File: config.mk
export PLATFORM = sky130hd
export DESIGN_NAME = stereo_i2s_tx
export DESIGN_NICKNAME = d
export VERILOG_FILES = /design/src/rtl/stereo_i2s_tx_pkg.sv /design/src/rtl/stereo_i2s_tx_if.sv /design/src/rtl/stereo_i2s_tx_clkgen.sv /design/src/rtl/stereo_i2s_tx.sv
export SDC_FILE = /design/constraint.sdc
export NUM_CORES = 1
export LEC_CHECK = 0
export CELL_PAD_IN_SITES_DETAIL_PLACEMENT = 1
export CELL_PAD_IN_SITES_GLOBAL_PLACEMENT = 2
export CORE_UTILIZATION = 34
export DETAILED_ROUTE_END_ITERATION = 12
export GPL_TIMING_DRIVEN = 0
export MAX_ROUTING_LAYER = met4
export PLACE_DENSITY = 0.81
export REMOVE_ABC_BUFFERS = 1
export SYNTH_ARGS = -nofsm -noshare
export SYNTH_HDL_FRONTEND = slang
export SYNTH_SLANG_ARGS = --single-unit
File: constraint.sdc
create_clock -name clk -period 2.1 [get_ports clk]
set_input_delay 0.63 -clock clk [delete_from_list [all_inputs] [get_ports clk]]
set_output_delay 0.63 -clock clk [all_outputs]
set_load 0.005 [all_outputs]
File: src/rtl/stereo_i2s_tx_pkg.sv
// -----------------------------------------------------------------------------
// stereo_i2s_tx_pkg
// Shared audio constants and helpers for the stereo I2S transmitter.
//   SAMPLE_W         bits per channel sample
//   SLOTS_PER_CH     SCLK slots per channel half-frame (lrck low / high)
//   DATA_START_SLOT  I2S one-slot delay: first data bit lands in this slot
//   slot_sel()       tells which channel, if any, owns the bit of a given slot
// -----------------------------------------------------------------------------
package stereo_i2s_tx_pkg;

  localparam int SAMPLE_W        = 16;
  localparam int SLOTS_PER_CH    = 32;
  localparam int DATA_START_SLOT = 1;

  localparam int SLOTS_PER_FRAME = 2 * SLOTS_PER_CH;
  localparam int SLOT_W          = $clog2(SLOTS_PER_FRAME);

  typedef logic [SAMPLE_W-1:0] sample_t;

  // Source of the serial bit for one slot.
  typedef enum logic [1:0] {
    SEL_ZERO  = 2'd0,
    SEL_LEFT  = 2'd1,
    SEL_RIGHT = 2'd2
  } bit_sel_e;

  // The upper slot bit is the channel (it equals lrck); the lower bits are the
  // position inside the channel. Data occupies SAMPLE_W slots starting at
  // DATA_START_SLOT, everything else in the half-frame is padding zeros.
  function automatic bit_sel_e slot_sel(input logic [SLOT_W-1:0] slot);
    int ofs;
    ofs = 32'(slot[SLOT_W-2:0]);
    if (ofs >= DATA_START_SLOT && ofs < DATA_START_SLOT + SAMPLE_W)
      return slot[SLOT_W-1] ? SEL_RIGHT : SEL_LEFT;
    return SEL_ZERO;
  endfunction

endpackage

File: src/rtl/stereo_i2s_tx_if.sv
// -----------------------------------------------------------------------------
// stereo_i2s_tx_if
// Timing bundle between the clock/frame generator and the data path.
//   mclk, sclk, lrck  registered DAC clock pins
//   wrap              one-cycle strobe, high while the frame counter sits at 0
//                     after wrapping (never in the first frame after reset)
//   slot_end          one-cycle strobe on the last clk of every slot
//   slot              current slot index 0..63
// Handshake: there is no back-pressure. The master drives every signal from
// flops each cycle; the slave samples them on the same rising edge and must
// act on a strobe in the single cycle it is high.
// -----------------------------------------------------------------------------
interface stereo_i2s_tx_if;
  import stereo_i2s_tx_pkg::*;

  logic              mclk;
  logic              sclk;
  logic              lrck;
  logic              wrap;
  logic              slot_end;
  logic [SLOT_W-1:0] slot;

  modport master (output mclk, sclk, lrck, wrap, slot_end, slot);
  modport slave  (input  mclk, sclk, lrck, wrap, slot_end, slot);

endinterface

File: src/rtl/stereo_i2s_tx_clkgen.sv
// -----------------------------------------------------------------------------
// i2s_clkgen
// Free-running frame counter and I2S clock generation.
//   clk       system clock, rising edge
//   reset_n   asynchronous active-low reset
//   clk_if    master side of the timing bundle (pins, wrap, slot_end, slot)
// The frame counter fcnt = slot*SCLK_DIV + scnt is kept as two fields so that
// no divider is needed for non-power-of-two SCLK_DIV. SCLK_DIV must be a
// multiple of 8 and at least 8.
// Every pin is a flop loaded from the *next* counter value, so the pins are
// always consistent with the counter value currently held.
// -----------------------------------------------------------------------------
module i2s_clkgen
  import stereo_i2s_tx_pkg::*;
#(
  parameter int SCLK_DIV = 32
) (
  input  logic              clk,
  input  logic              reset_n,
  stereo_i2s_tx_if.master   clk_if
);

  localparam int MDIV   = SCLK_DIV / 8;
  localparam int SCNT_W = $clog2(SCLK_DIV);
  localparam int MCNT_W = (MDIV > 1) ? $clog2(MDIV) : 1;

  localparam logic [SCNT_W-1:0] SCNT_LAST = SCNT_W'(SCLK_DIV - 1);
  localparam logic [SCNT_W-1:0] SCNT_HALF = SCNT_W'(SCLK_DIV / 2);
  localparam logic [MCNT_W-1:0] MCNT_LAST = MCNT_W'(MDIV - 1);
  localparam logic [SLOT_W-1:0] SLOT_LAST = SLOT_W'(SLOTS_PER_FRAME - 1);

  logic [SCNT_W-1:0] scnt;
  logic [SCNT_W-1:0] scnt_nxt;
  logic [SLOT_W-1:0] slot;
  logic [SLOT_W-1:0] slot_nxt;
  logic [MCNT_W-1:0] mcnt;
  logic [MCNT_W-1:0] mcnt_nxt;
  logic              scnt_last;
  logic              mcnt_last;

  logic mclk_q;
  logic sclk_q;
  logic lrck_q;
  logic wrap_q;
  logic slot_end_q;

  always_comb begin
    scnt_last = (scnt == SCNT_LAST);
    scnt_nxt  = scnt_last ? '0 : scnt + SCNT_W'(1);
    // slot is exactly SLOT_W bits wide, so 63 -> 0 wraps naturally
    slot_nxt  = scnt_last ? slot + SLOT_W'(1) : slot;
    mcnt_last = (mcnt == MCNT_LAST);
    mcnt_nxt  = mcnt_last ? '0 : mcnt + MCNT_W'(1);
  end

  always_ff @(posedge clk or negedge reset_n) begin
    if (!reset_n) begin
      scnt       <= '0;
      slot       <= '0;
      mcnt       <= '0;
      mclk_q     <= 1'b0;
      sclk_q     <= 1'b0;
      lrck_q     <= 1'b0;
      wrap_q     <= 1'b0;
      slot_end_q <= 1'b0;
    end else begin
      scnt       <= scnt_nxt;
      slot       <= slot_nxt;
      mcnt       <= mcnt_nxt;
      // MDIV divides SCLK_DIV/2, so mclk edges stay phase-locked to sclk
      if (mcnt_last) mclk_q <= ~mclk_q;
      sclk_q     <= (scnt_nxt >= SCNT_HALF);
      lrck_q     <= slot_nxt[SLOT_W-1];
      wrap_q     <= scnt_last && (slot == SLOT_LAST);
      slot_end_q <= (scnt_nxt == SCNT_LAST);
    end
  end

  assign clk_if.mclk     = mclk_q;
  assign clk_if.sclk     = sclk_q;
  assign clk_if.lrck     = lrck_q;
  assign clk_if.wrap     = wrap_q;
  assign clk_if.slot_end = slot_end_q;
  assign clk_if.slot     = slot;

endmodule

File: src/rtl/stereo_i2s_tx.sv
// -----------------------------------------------------------------------------
// stereo_i2s_tx
// Stereo 16-bit I2S transmitter, 32 SCLK slots per channel, one-slot delay.
//   clk, reset_n           clock and asynchronous active-low reset
//   sample_l, sample_r     signed samples, captured when sample_valid=1
//   sample_valid           capture strobe; last one in a frame wins
//   mute                   sampled only at frame start; 1 = send zeros
//   sample_req             one-cycle pulse at each frame start
//   underrun               one-cycle pulse at frame start if nothing new arrived
//   mclk, sclk, lrck, sdin DAC pins, all driven straight from flops
// Samples land in hold registers; at frame start (wrap) the hold values move
// to the shift registers, so a capture in the wrap cycle itself goes to the
// following frame. Without a new capture the old hold values are sent again.
// -----------------------------------------------------------------------------
module stereo_i2s_tx
  import stereo_i2s_tx_pkg::*;
#(
  parameter int SCLK_DIV = 32
) (
  input  logic                clk,
  input  logic                reset_n,
  input  logic [SAMPLE_W-1:0] sample_l,
  input  logic [SAMPLE_W-1:0] sample_r,
  input  logic                sample_valid,
  input  logic                mute,
  output logic                sample_req,
  output logic                underrun,
  output logic                mclk,
  output logic                sclk,
  output logic                lrck,
  output logic                sdin
);

  stereo_i2s_tx_if clk_if ();

  i2s_clkgen #(
    .SCLK_DIV (SCLK_DIV)
  ) u_clkgen (
    .clk     (clk),
    .reset_n (reset_n),
    .clk_if  (clk_if)
  );

  sample_t           hold_l;
  sample_t           hold_r;
  sample_t           shift_l;
  sample_t           shift_r;
  logic              pending;
  logic              sdin_q;
  logic              underrun_q;

  logic [SLOT_W-1:0] slot_next;
  bit_sel_e          next_sel;
  logic              frame_end;

  always_comb begin
    slot_next = clk_if.slot + SLOT_W'(1);
    next_sel  = slot_sel(slot_next);
    // last clk of slot 63: the following cycle is the wrap cycle
    frame_end = clk_if.slot_end && (clk_if.slot == SLOT_W'(SLOTS_PER_FRAME - 1));
  end

  always_ff @(posedge clk or negedge reset_n) begin
    if (!reset_n) begin
      hold_l     <= '0;
      hold_r     <= '0;
      shift_l    <= '0;
      shift_r    <= '0;
      pending    <= 1'b0;
      sdin_q     <= 1'b0;
      underrun_q <= 1'b0;
    end else begin
      // Capture path: newest valid always overwrites the hold registers.
      if (sample_valid) begin
        hold_l <= sample_l;
        hold_r <= sample_r;
      end

      // pending tracks "a sample arrived for the next frame"; a valid in the
      // wrap cycle itself counts for the frame after the one starting now.
      if (clk_if.wrap) pending <= sample_valid;
      else if (sample_valid) pending <= 1'b1;

      // The pending value the wrap cycle will see includes a valid in the
      // last cycle of the frame, hence the OR with sample_valid.
      underrun_q <= frame_end && !(pending || sample_valid);

      // Shift registers: loaded at wrap (old hold values, nonblocking), then
      // one bit per slot. sdin is updated on the last clk of a slot so it
      // changes together with the sclk falling edge.
      if (clk_if.wrap) begin
        shift_l <= mute ? '0 : hold_l;
        shift_r <= mute ? '0 : hold_r;
      end else if (clk_if.slot_end) begin
        case (next_sel)
          SEL_LEFT: begin
            sdin_q  <= shift_l[SAMPLE_W-1];
            shift_l <= {shift_l[SAMPLE_W-2:0], 1'b0};
          end
          SEL_RIGHT: begin
            sdin_q  <= shift_r[SAMPLE_W-1];
            shift_r <= {shift_r[SAMPLE_W-2:0], 1'b0};
          end
          default: sdin_q <= 1'b0;
        endcase
      end
    end
  end

  assign sample_req = clk_if.wrap;
  assign underrun   = underrun_q;
  assign mclk       = clk_if.mclk;
  assign sclk       = clk_if.sclk;
  assign lrck       = clk_if.lrck;
  assign sdin       = sdin_q;

endmodule

==> metrics.md <==
| Metric | Value |
|---|---|
| Fraction of the yosys area taken by sequential cells | `0.532` |
| Distinct cells, synth | `41` |
| Clock Tree Buf Depth | `2` |
| Initial Util | `0.354` |
| I/O Buffers | `41` |
| Top cell type's share of synthesized area | `0.532` |
| Latest clock arrival within the worst-skew pair | `0.34 ns` |
| Number of synthesized flops with an enable pin | `0` |
| DRT Wirelength | `10700 µm` |
| Max Clock Freq | `0.412 GHz` |
| Most common cell in the synthesized netlist | `dfrtp_1` |
| Rows | `38` |
| Startpoint Class | `flip-flop` |
| Grt ovf | `0` |
| R2R Path End | `shift_l[13]$_DFFE_PN0P_` |
| Ranking of synthesized cells by area | `dfrtp_1, mux2_2, o211ai_1, nand2_1, a211o_1` |
| Clk Tree Root Cell | `clkbuf_16` |
| Die Area | `0.0119 mm²` |
| FILL cells | `1178` |
| H-tree level count | `3` |
| Tcrit/Tclk final | `1.16` |
| Leak | `2.15 nW` |
| Synth top cells by count | `dfrtp_1, nand2_1, mux2_2` |
| Setup WS post-layout | `-0.327 ns` |
| First-pass GRT wire length | `16700 µm` |
| GRT Overall Usage | `0.189` |
| Crit Path Class | `flip-flop to flip-flop` |
| Width of the die | `109 µm` |
| Max Slew Vio Count | `0` |
| CP max FO | `7` |
| Worst hold path type | `input port to async pin` |
| Top FF cell, synth | `dfrtp_1` |
| Setup WS pre-CTS | `-1.57 ns` |
| Core box area | `0.0110 mm²` |
| Vias in the first global route | `3249` |
| Yosys warnings | `0` |
| Die height | `109 µm` |
| Final ANT Viol Nets | `0` |
| Final instance area | `0.00530 mm²` |
| Worst path slowest cell | `a2111o_4` |
| CTS clk-pin slew, worst paths | `0.06 ns` |
| Max incr delay on CP | `0.44 ns` |
| Ys async rst share | `1.00` |
| Ant. Diodes | `0` |
| Via count | `3112` |
| Endpoints failing setup | `32` |
| CTS Sinks | `83` |
| Setup Skew | `0.00545 ns` |
| Worst Setup End Kind | `flip-flop` |
| Drt wl/cell | `19.0 µm` |
| Relative slew margins | `0.473` |
| Initial DRT Pass Iterations | `4` |
| Unrepaired setup endpoints after global routing | `true` |
| Drt first-iter violations | `141` |
| Post-Synthesis Cells | `350` |
| Area leader, netlist | `dfrtp_1` |
| Total power | `0.00336 W` |
| CP arrival | `2.66 ns` |
| Initial antenna violation count | `0` |
| Post-Syn Area | `0.00391 mm²` |
| Routability cong. | `0.727` |
| TritonCTS clock tree | `built` |
| Pwr per Cell Area | `634 mW/mm²` |
| Flop-to-flop setup slack | `-0.33 ns` |
| Nets | `461` |
| Hold Vio Cnt, Final | `0` |
| Placement Cell Area | `0.00439 mm²` |
| Reg2reg path depth | `9` |
| Peak supply drop | `0.319 mV` |
| DPL Wire Length | `5340 µm` |
| Outcome | `finished with violations` |
| Post-route DRC | `0` |
| Io pins | `42` |
| Violated checks | `setup timing` |
| Vias per cell | `5.51` |
| Largest net degree at the start of global routing | `62` |
| Share of post-route cells with drive strength above 1 | `0.296` |
| Syn avg cell area | `11.2 µm²` |
| CTS buffer count | `9` |
| Crit path top cell by count | `buf_4` |
| Slew @ Worst Pin | `0.790 ns` |
| Worst EP required | `2.33 ns` |
| Crit path time final | `2.43 ns` |
| Syn-to-layout area delta | `35.6%` |
| R2R Path Start | `u_clkgen.clk_if.slot[1]$_DFFE_PN0P_` |
| Max Cap Viol | `0` |
| Worst-path cell chain | `inv_2, ha_4, and4b_1, a22oi_2, buf_4, a2111o_4, buf_4, a211o_1, o311ai_1` |
| #FFs+latches synth | `83` |
power breakdown:
group / internal [W] / switching (W) / leakage [nW]
logic: 0.000115 / 0.0000666 / 1.12
registers: 0.00166 / 0.0000340 / 0.890
clock network: 0.000833 / 0.000649 / 0.133
flip-flops by register name (all words and copies together), names as in the netlist, 2 cells and up:
signal	flops
hold_l	16
hold_r	16
shift_l	16
shift_r	16
u_clkgen.clk_if.slot	5
u_clkgen.mcnt	2
u_clkgen.scnt	4
kinds of logic after synthesis:
family / Yosys count / synth area share
AOI/OAI and AO/OA: 78 / 0.160
muxes: 32 / 0.0922
xor gates and xnor gates: 10 / 0.0224
adders and majority gates: 5 / 0.0160
buffers and inverters: 36 / 0.0432
DFF: 83 / 0.532
and+or+nand+nor: 106 / 0.134
critical path, delay by kind of cell, from the launching register on:
| kind | cells | cell delay, ns |
|---|---|---|
| compound gates | 4 | 0.93 |
| buf+inv | 3 | 0.44 |
| flops | 1 | 0.43 |
| simple gates | 1 | 0.31 |
| fa+ha+maj | 1 | 0.21 |
layer usage:
layer | global-route usage | vias up | part of all wire
met3 | 0.0233 | 18 | 0.032
met1 | 0.241 | 1610 | 0.45
met2 | 0.303 | 54 | 0.49
met5 | - | - | 0
li1 | - | 1430 | -
met4 | 0.0819 | 0 | 0.021
layout by cell type (no fill, tap or decap), types with 3 or more instances in the layout:
master,count
a211o_1,18
a22oi_1,12
buf_12,5
buf_4,24
buf_6,9
clkbuf_16,10
clkdlybuf4s50_1,39
dfrtp_1,79
dfrtp_2,3
ha_1,3
inv_1,6
mux2_2,32
nand2_1,42
nand3_1,23
nand3_2,6
nand3_4,3
nand4_1,3
nor2_1,6
nor2b_1,14
o211ai_1,26
xnor2_1,5
xor2_1,4
final cells by class:
type / instances / area (µm²) / share of cell area
repair inverters: 1 / 5.00 / 0.000944
clock inverters: 4 / 26.3 / 0.00496
inverters: 9 / 37.5 / 0.00708
flip-flops and latches: 83 / 2080 / 0.393
repair buffers: 80 / 830 / 0.157
multi-input cells: 236 / 1900 / 0.358
clock buffers: 12 / 246 / 0.0465
well taps: 140 / 175 / 0.0331
how the worst max path moves through the flow:
stage                                        start                 endpoint  slack, ns  depth (start not counted)
3_3_place_gp                               reset_n    hold_r[7]$_DFFE_PN0P_      -2.73                          1
2_1_floorplan  u_clkgen.clk_if.slot[0]$_DFFE_PN0P_  shift_r[13]$_DFFE_PN0P_      -0.70                          7
5_1_grt        u_clkgen.clk_if.slot[0]$_DFFE_PN0P_   shift_l[7]$_DFFE_PN0P_      -0.39                          9
4_1_cts        u_clkgen.clk_if.slot[0]$_DFFE_PN0P_   shift_r[9]$_DFFE_PN0P_      -0.29                          8
6_report       u_clkgen.clk_if.slot[1]$_DFFE_PN0P_  shift_l[13]$_DFFE_PN0P_      -0.33                          9
3_5_place_dp   u_clkgen.clk_if.slot[0]$_DFFE_PN0P_  shift_r[13]$_DFFE_PN0P_      -1.57                          7
stage by stage:
| stage | util | std cells | hold slack, ns | TNS, ns |
|---|---|---|---|---|
| finish | 0.480 | 565 | 0.189 | -7.42 |
| global route | 0.480 | 565 | 0.211 | -9.15 |
| CTS | 0.458 | 547 | 0.198 | -7.20 |
| detailed placement | 0.398 | 506 | 0.423 | -43.50 |
| global placement | 0.395 | 504 | 0.417 | -300.03 |
| floorplan | - | 323 | 0.334 | -17.68 |
timing repair:
item | CTS | global route
setup buffers | 21 | 16
endpoints found under the setup margin | 34 | 33
hold buffers | 0 | 0
gates resized for setup | 32 | 17
gates cloned | 4 | 3
pin swaps | 12 | 26
No activity file was read; power rests on OpenSTA's default activity.
